`src/rtl/alu_ctrl_muldiv.sv`:
```
// Execute-stage ALU control decode plus an iterative multiply/divide sequencer
// owning the HI/LO registers (shift-add multiply, restoring divide).
module alu_ctrl_muldiv #(
  parameter int unsigned WIDTH   = 32,
  parameter int unsigned ALUOP_W = 3
) (
  input  logic               clk_i,
  input  logic               rst_i,
  input  logic               valid_i,
  input  logic [5:0]         funct_i,
  input  logic [ALUOP_W-1:0] ALUOp_i,
  input  logic [WIDTH-1:0]   src1_i,
  input  logic [WIDTH-1:0]   src2_i,
  output logic [3:0]         ALUCtrl_o,
  output logic               stall_o,
  output logic               busy_o,
  output logic [WIDTH-1:0]   hi_o,
  output logic [WIDTH-1:0]   lo_o
);

  localparam int unsigned CntW = (WIDTH > 1) ? $clog2(WIDTH) : 1;
  localparam logic [CntW-1:0] CntLast = CntW'(WIDTH - 1);

  typedef enum logic [1:0] {StIdle, StMul, StDiv, StFix} state_e;

  state_e             r_state, w_state_d;
  logic [CntW-1:0]    r_count;
  logic [2*WIDTH-1:0] r_acc;
  logic [WIDTH-1:0]   r_opnd;
  logic [WIDTH-1:0]   r_src1;
  logic               r_is_div;
  logic               r_neg_res;
  logic               r_neg_rem;
  logic [WIDTH-1:0]   r_hi, r_lo;

  logic               w_rtype, w_start, w_mtx, w_signed;
  logic [WIDTH-1:0]   w_abs1, w_abs2;
  logic [WIDTH:0]     w_mul_sum, w_rem_sh, w_rem_diff;
  logic               w_qbit;
  logic [2*WIDTH-1:0] w_mul_next, w_div_next, w_prod;
  logic [WIDTH-1:0]   w_quot, w_rem;

  // ---------------------------------------------------------------- decode
  always_comb begin
    ALUCtrl_o = 4'b1111;
    case (ALUOp_i)
      ALUOP_W'(2): begin
        case (funct_i)
          6'd32:   ALUCtrl_o = 4'b0010;
          6'd34:   ALUCtrl_o = 4'b0110;
          6'd36:   ALUCtrl_o = 4'b0000;
          6'd37:   ALUCtrl_o = 4'b0001;
          6'd42:   ALUCtrl_o = 4'b0111;
          6'd0:    ALUCtrl_o = 4'b0011;
          6'd6:    ALUCtrl_o = 4'b0100;
          6'd16:   ALUCtrl_o = 4'b1100;
          6'd18:   ALUCtrl_o = 4'b1101;
          default: ALUCtrl_o = 4'b1111;
        endcase
      end
      ALUOP_W'(4): ALUCtrl_o = 4'b0010;
      ALUOP_W'(1): ALUCtrl_o = 4'b0110;
      ALUOP_W'(5): ALUCtrl_o = 4'b0111;
      ALUOP_W'(3): ALUCtrl_o = 4'b1001;
      ALUOP_W'(0): ALUCtrl_o = 4'b1010;
      ALUOP_W'(7): ALUCtrl_o = 4'b1011;
      default:     ALUCtrl_o = 4'b1111;
    endcase
  end

  // ------------------------------------------------------------- sequencer
  assign w_rtype  = (ALUOp_i == ALUOP_W'(2));
  // Gated by reset so stall_o stays low while reset is held.
  assign w_start  = rst_i & valid_i & w_rtype & (funct_i[5:2] == 4'b0110) & (r_state == StIdle);
  assign w_mtx    = valid_i & w_rtype & ((funct_i == 6'd17) | (funct_i == 6'd19)) &
                    (r_state == StIdle);
  assign w_signed = ~funct_i[0];
  assign w_abs1   = (w_signed & src1_i[WIDTH-1]) ? -src1_i : src1_i;
  assign w_abs2   = (w_signed & src2_i[WIDTH-1]) ? -src2_i : src2_i;

  // Multiply: add multiplicand into the upper half when the low bit is set, then shift right.
  assign w_mul_sum  = {1'b0, r_acc[2*WIDTH-1:WIDTH]} + (r_acc[0] ? {1'b0, r_opnd} : '0);
  assign w_mul_next = {w_mul_sum, r_acc[WIDTH-1:1]};

  // Divide: upper half is the partial remainder, lower half shifts dividend out / quotient in.
  assign w_rem_sh   = {r_acc[2*WIDTH-1:WIDTH], r_acc[WIDTH-1]};
  assign w_rem_diff = w_rem_sh - {1'b0, r_opnd};
  assign w_qbit     = ~w_rem_diff[WIDTH];
  assign w_div_next = {(w_qbit ? w_rem_diff[WIDTH-1:0] : w_rem_sh[WIDTH-1:0]),
                       r_acc[WIDTH-2:0], w_qbit};

  assign w_prod = r_neg_res ? -r_acc : r_acc;
  assign w_quot = r_neg_res ? -r_acc[WIDTH-1:0] : r_acc[WIDTH-1:0];
  assign w_rem  = r_neg_rem ? -r_acc[2*WIDTH-1:WIDTH] : r_acc[2*WIDTH-1:WIDTH];

  always_comb begin
    w_state_d = r_state;
    unique case (r_state)
      StIdle:       if (w_start) w_state_d = funct_i[1] ? StDiv : StMul;
      StMul, StDiv: if (r_count == CntLast) w_state_d = StFix;
      StFix:        w_state_d = StIdle;
      default:      w_state_d = StIdle;
    endcase
  end

  always_ff @(posedge clk_i or negedge rst_i) begin
    if (!rst_i) begin
      r_state   <= StIdle;
      r_count   <= '0;
      r_acc     <= '0;
      r_opnd    <= '0;
      r_src1    <= '0;
      r_is_div  <= 1'b0;
      r_neg_res <= 1'b0;
      r_neg_rem <= 1'b0;
      r_hi      <= '0;
      r_lo      <= '0;
    end else begin
      r_state <= w_state_d;
      if (w_start) begin
        r_count   <= '0;
        r_acc     <= {{WIDTH{1'b0}}, w_abs1};
        r_opnd    <= w_abs2;
        r_src1    <= src1_i;
        r_is_div  <= funct_i[1];
        r_neg_res <= w_signed & (src1_i[WIDTH-1] ^ src2_i[WIDTH-1]);
        r_neg_rem <= w_signed & src1_i[WIDTH-1];
      end else if (r_state == StMul) begin
        r_acc   <= w_mul_next;
        r_count <= r_count + CntW'(1);
      end else if (r_state == StDiv) begin
        r_acc   <= w_div_next;
        r_count <= r_count + CntW'(1);
      end
      if (w_mtx) begin
        if (funct_i[1]) r_lo <= src1_i;
        else            r_hi <= src1_i;
      end
      if (r_state == StFix) begin
        if (!r_is_div) begin
          r_hi <= w_prod[2*WIDTH-1:WIDTH];
          r_lo <= w_prod[WIDTH-1:0];
        end else if (r_opnd == '0) begin
          r_hi <= r_src1;
          r_lo <= '1;
        end else begin
          r_hi <= w_rem;
          r_lo <= w_quot;
        end
      end
    end
  end

  assign stall_o = w_start | (r_state == StMul) | (r_state == StDiv);
  assign busy_o  = (r_state != StIdle);
  assign hi_o    = r_hi;
  assign lo_o    = r_lo;

endmodule

```
`config.mk`:
```
export PLATFORM = sky130hd
export DESIGN_NAME = alu_ctrl_muldiv
export DESIGN_NICKNAME = d
export VERILOG_FILES = /design/src/rtl/alu_ctrl_muldiv.sv
export SDC_FILE = /design/constraint.sdc
export NUM_CORES = 1
export LEC_CHECK = 0
export ABC_AREA = 1
export BUFFER_PORTS_ARGS = -buffer_cell sky130_fd_sc_hd__buf_2
export CAP_MARGIN = 25
export CORE_MARGIN = 3
export CORE_UTILIZATION = 50
export CTS_CLUSTER_DIAMETER = 100
export DETAILED_ROUTE_END_ITERATION = 8
export GPL_TIMING_DRIVEN = 0
export PLACE_DENSITY = 0.66
export SLEW_MARGIN = 25
export SYNTH_ARGS = -nofsm -noshare
export SYNTH_HDL_FRONTEND = slang
export SYNTH_SLANG_ARGS = --single-unit
```
`constraint.sdc`:
```
create_clock -name clk_i -period 3.2 [get_ports clk_i]
set_clock_uncertainty 0.15 [all_clocks]
set_input_delay 0.8 -clock clk_i [delete_from_list [all_inputs] [get_ports clk_i]]
set_output_delay 0.8 -clock clk_i [all_outputs]
set_load 0.01 [all_outputs]
```
---- After elaboration in Yosys (flattened, before gate mapping) ----
Cells that the tools add are included.
word-level totals
  bits in registers ....................... 202
  input bits .............................. 76
  output and inout bits ................... 70
  logic and storage cells ................. 99
cells by class
  add/subtract/negate cells ............... 8
  equality and inequality tests ........... 24
  mux-type cells .......................... 29
  bitwise logic cells ..................... 16
  reductions and logical operators ........ 12
operators by type and width
  cell                   number
  $mux W32               16
  $mux W64               4
  $neg A32 Y32           4
  $neg A64 Y64           1
  $pmux W4 S9            1
  $add A32 B32 Y33       1
  $sub A33 B32 Y33       1
  $logic_not A32 Y1      1
  $eq A6 B6 Y1 const B   5
  $pmux W4 S7            1
  $eq A6 B5 Y1 const B   4
  $mux W5                3
  $and A1 B1 Y1          10
  $eq A3 B3 Y1 const B   3
  $eq A3 B2 Y1 const B   2
  $eq A6 B3 Y1 const B   1
  $logic_not A6 Y1       1
  $mux W2                3
  $pmux W2 S3            1
  $reduce_and A2 Y1      3
  $reduce_bool A2 Y1     3
  $add A5 B1 Y5 const B  1
  $eq A5 B5 Y1 const B   1
  $eq A2 B2 Y1 const B   2
  12 further kinds       16

---- Depth between registers and ports, before layout ----
  depth in word-level cells ............... 6
  mapped depth ............................ 21
  depth with buffers taken out ............ 19

---- Worst setup path before layout ----
No wires, ideal clock.
  path kind ............................... input to output
  from .................................... in funct_i[0]
  to ...................................... out ALUCtrl_o[3]
  arrival ................................. 2044 ps
  data required time ...................... 2250 ps
  slack ................................... 206 ps
  stages on the path ...................... 9
  buffers on the path ..................... 1
  cells stage by stage .................... clkbuf_1 -> inv_1 -> nand2_1 -> nor2_1 -> o21ai_0 -> nand2_1 -> nor2_1 -> inv_1 -> a32oi_1
between the ends
  longest elaborated chain between the ends .. 3
  elaborated cells on any way between the ends .. 11
  classes of those cells .................. eq/ne: 8; mux: 2; reduce/logical: 1
ends and longest elaborated chain
  what                                        RTL line  RTL
  start: declaration                          10        input logic [5:0] funct_i,
  $eq A6 B5 Y1, or another cell as far along  48        case (funct_i)
  $pmux W4 S9 *                               48
  $pmux W4 S7 *                               46        case (ALUOp_i)
  end: declaration                            14        output logic [3:0] ALUCtrl_o,
Mark *: on every way between the ends. The rest lies on a longest branch, timed or not.

---- Worst setup path after layout ----
  from .................................... in rst_i
  to ...................................... out stall_o
between the ends
  longest elaborated chain between the ends .. 6
ends and longest elaborated chain
  what                         RTL line  RTL
  start: declaration           8         input logic rst_i,
  $and A1 B1 Y1 (4 in series)  74        assign w_start = rst_i & valid_i & w_rtype & (funct_i[5:2] == 4'b0110) & (r_state == StIdle);
  $or A1 B1 Y1 (2 in series)   154       assign stall_o = w_start | (r_state == StMul) | (r_state == StDiv);
  end: declaration             15        output logic stall_o,
Every way passes these cells.

==> metrics list <==
* Placed Cells incl. Taps: 4003
- In the final routed layout, each cell accounts on average for roughly 24 µm.
- After layout, the worst path uses 97.6% of the clock period.
- Of all flip-flops after synthesis, the portion carrying an async set or reset was 100%.
- Critical path data arrival time: between 2 and 2.5 ns
- Gate power share: 62.2%
- After technology mapping, the gate count stands at 3339.
- Number of top-level pins: between 100 and 150
- Average instance area after synthesis: 5.91 µm²
- The number of global-route vias before repair is about 23000.
- Drt initial violations: 3798
* Area of the core: ~39000 µm²
- Setup slack on the worst reg-to-reg path comes out at 0.10 ns.
- The run finished with clean final reports.
- Vias: about 25000
* Data required, critical path: 2.25 ns
- Warnings from Yosys: 0
- After detailed placement, the total cell area comes to 21200 µm².
- Die Span X: 205 µm
- The internal power of the cells totals 9.21 mW.
* Level count of the clock H-tree: 1
- Die height: between 200 and 250 µm
- The worst setup path is captured at a primary output.
- Maximum VDD drop: 0.000605 V
- In this run the worst path has a maximum fanout of 19.
* Library cell used as clock root buffer: clkbuf_16
- Number of buffers added on ports: 144
- Across every metal layer, demand over resource in global routing totals 45.1%.
* Vias per Instance: approximately 6
- By startpoint and endpoint, the worst setup path is classified as input pin to primary output.
- Number of register bits inferred by synthesis: slightly above 200
- Of the cells placed in the final design, the portion with a size suffix greater than 1 is under 10%.
* TritonCTS clock tree: done
- The tree built by TritonCTS fans out to a little over 200 sinks.
- For this run, the register share of the synthesized area comes to 25.6%.
- Clock buffers created by TritonCTS: 26
- Site row count: 72
- For this run, the detailed router's first-pass iteration total came to 8.
* Source-to-sink clock delay at the later pin of the worst-skew pair: 0.59 ns
* Worst-case headroom to the max-slew limit: 34.1%
- Setup repair after global routing left no endpoint under its margin.
* Leakage power: 11.9 nW
- The worst setup path is launched from an input pin.
* Wire length of the first global-routing pass: 141000 µm
- Net switching power: 11.5 mW
- Relative contribution of the clock network to total power: 14.5%
- The die covers 41900 µm².
* Power density normalized to cell area: 926 nW/µm²
- The synthesized design contains 0 enable-type register cells.
- Clock-pin slew was measured on the worst setup and hold paths at 0.06 ns.
- Number of unique standard cell types used by synthesis: 56
* Number of nets in the synthesized netlist: 3491
- Hold crit path type: input pin to asynchronous set/reset pin
- Static timing analysis puts the maximum clock frequency at 0.320 GHz.
- At the pin with the least slew margin, the transition time is 0.988 ns.
* Setup total negative slack: 0 ns
* Largest net degree at the start of global routing: 82
- Final wirelength: 97300 µm
- Starting utilization of the core area: 50.8%
* Share of total power consumed by net switching: 55.6%
- Final net count: 3676
- The HPWL after detailed placement is 78600 µm.
- The synthesized netlist occupies a cell area of 19700 µm².
* Clock tree buffer depth: 3
- Antenna cells: 0
* Setup violation total in the final timing report: 0
- Part of the total power dissipated in sequential elements: a little under a quarter
- Antenna violations before repair: 4
* Count of max-cap constraint violations: 0
* Relative area change from synthesis to final layout: 13.5%
- Finished Cell Area: 22400 µm²
- The completed layout was analyzed and its total power is 20.8 mW.
- Post-route ant nets: 0
- Final routed DRC violation total: 0
- After global routing the overflow that remains totals 0.
- Excluding fillers, the count of instances in the completed layout stands at 4062.
- The max-slew violation total from the final report was 0.
- After layout, the minimum clock period comes to 3.12 ns.
- Prevailing post-synth register cell: dfrtp_1
* Gp weighted congestion: roughly 1.1
- Count of final hold-check violations: 0
-- registers in the layout (all words and copies together), names as in the netlist --
register	cells
r_neg_res	1
r_is_div	1
r_count	5
hi_o	32
lo_o	32
r_src1	32
r_neg_rem	1
r_opnd	32
r_state	2
r_acc	64
-- layout make-up --
cell class,count,area (µm²)
buffer,121,579
clock buffer,37,742
clock inverter,11,131
fill,3982,16400
inverter,467,1760
multi-input combinational,2548,12500
sequential,202,5060
tap,518,648
timing repair buffer,158,976
-- per-stage QoR --
stage	worst slack, ns	hold slack (ns)	util [%]
final	0.0780	0.0413	57.7
after global routing	0.000205	0.0420	57.7
after CTS	-0.0108	0.0244	57.3
after global placement	-3.68	0.319	54.4
after floorplan	0.206	0.298	-
after detailed placement	-0.857	0.333	54.5
-- critical path, stage by stage --
cell and delay (ns):
buf_16 0.12, buf_16 0.19, nand2_1 0.09, nor2_2 0.15
nand3_2 0.13, nand2_1 0.11, buf_4 0.19, clkbuf_8 0.22
buf_2 0.15
-- synth_stat cells, types with 9 or more instances --
library cell | n | area share, %
a21o_1 | 9 | 0.34
a21oi_1 | 131 | 3.3
a31oi_1 | 11 | 0.35
buf_1 | 20 | 0.38
buf_2 | 28 | 0.71
clkbuf_1 | 68 | 1.3
dfrtp_1 | 202 | 26
ha_1 | 74 | 4.7
inv_1 | 454 | 8.6
inv_2 | 13 | 0.25
nand2_1 | 1112 | 21
nand3_1 | 325 | 8.2
nand3b_1 | 13 | 0.49
nand4_1 | 50 | 1.6
nor2_1 | 294 | 5.6
nor3_1 | 34 | 0.86
o211ai_1 | 52 | 2.0
o21ai_0 | 243 | 6.2
o21ai_1 | 11 | 0.28
or2_2 | 16 | 0.51
xnor2_1 | 16 | 0.71
xor2_1 | 55 | 2.4
-- cells in the final DEF (no fill, tap or decap), types with 7 or more instances in the layout --
master,n
a21o_1,9
a21oi_1,126
a22oi_1,8
a31oi_1,11
buf_1,17
buf_2,170
buf_4,13
clkbuf_1,71
clkbuf_16,26
dfrtp_1,199
ha_1,71
inv_1,450
inv_2,16
nand2_1,1110
nand2_2,10
nand3_1,321
nand3b_1,13
nand4_1,50
nor2_1,290
nor2_2,9
nor3_1,32
nor4_1,8
o211ai_1,52
o21ai_0,237
o21ai_1,14
o31ai_1,7
or2_2,16
xnor2_1,15
xor2_1,55
-- timing repair --
| item | 4_1_cts | 5_1_grt |
|---|---|---|
| setup buffers | 2 | 6 |
| gates cloned | 3 | 0 |
| resized for setup | 26 | 37 |
| hold buffers | 1 | 0 |
| pin swaps | 2 | 5 |
| hold endpoints to repair | 23 | 0 |
| setup endpoints to repair | 39 | 39 |
-- routing by layer --
metal	routed length [µm]	vias to the layer above	GRT usage, %
met5	44	-	0
met1	38500	11424	61.1
li1	-	11146	-
met3	16100	348	20.0
met4	5440	8	19.4
met2	37300	1778	61.6
-- path summary, 6_finish.rpt --
path | cells after the start | endpoint | start
max | 9 | stall_o | rst_i
min | 1 | r_opnd[30] | rst_i
max reg2reg | 12 | hi_o[12] | r_acc[33]
min reg2reg | 2 | r_src1[21] | r_src1[21]
max in group asynchronous | 3 | r_opnd[0] | rst_i
min in group clk_i | 2 | r_src1[21] | r_src1[21]
-- cells by family after synthesis --
kind of cell             after synthesis  synth area share [%]
AND/OR/NAND/NOR                     1893                  40.2
buffers and inverters                589                  11.6
AO/OA/AOI/OAI                        508                  14.5
flip-flops                           202                  25.6
adder cells (fa/ha/maj)               76                  4.89
XOR/XNOR                              71                  3.15
-- power by group through the flow --
| stage | logic, mW | registers (mW) | clock network (mW) |
|---|---|---|---|
| after floorplan | 7.93 | 4.27 | 0 |
| after global placement | 11.8 | 4.70 | 0 |
| after detailed placement | 12.0 | 4.72 | 0 |
| after CTS | 12.2 | 4.69 | 2.99 |
| after global routing | 14.0 | 4.82 | 3.08 |
| final | 12.9 | 4.84 | 3.01 |
(Power assumes the default switching activity.)
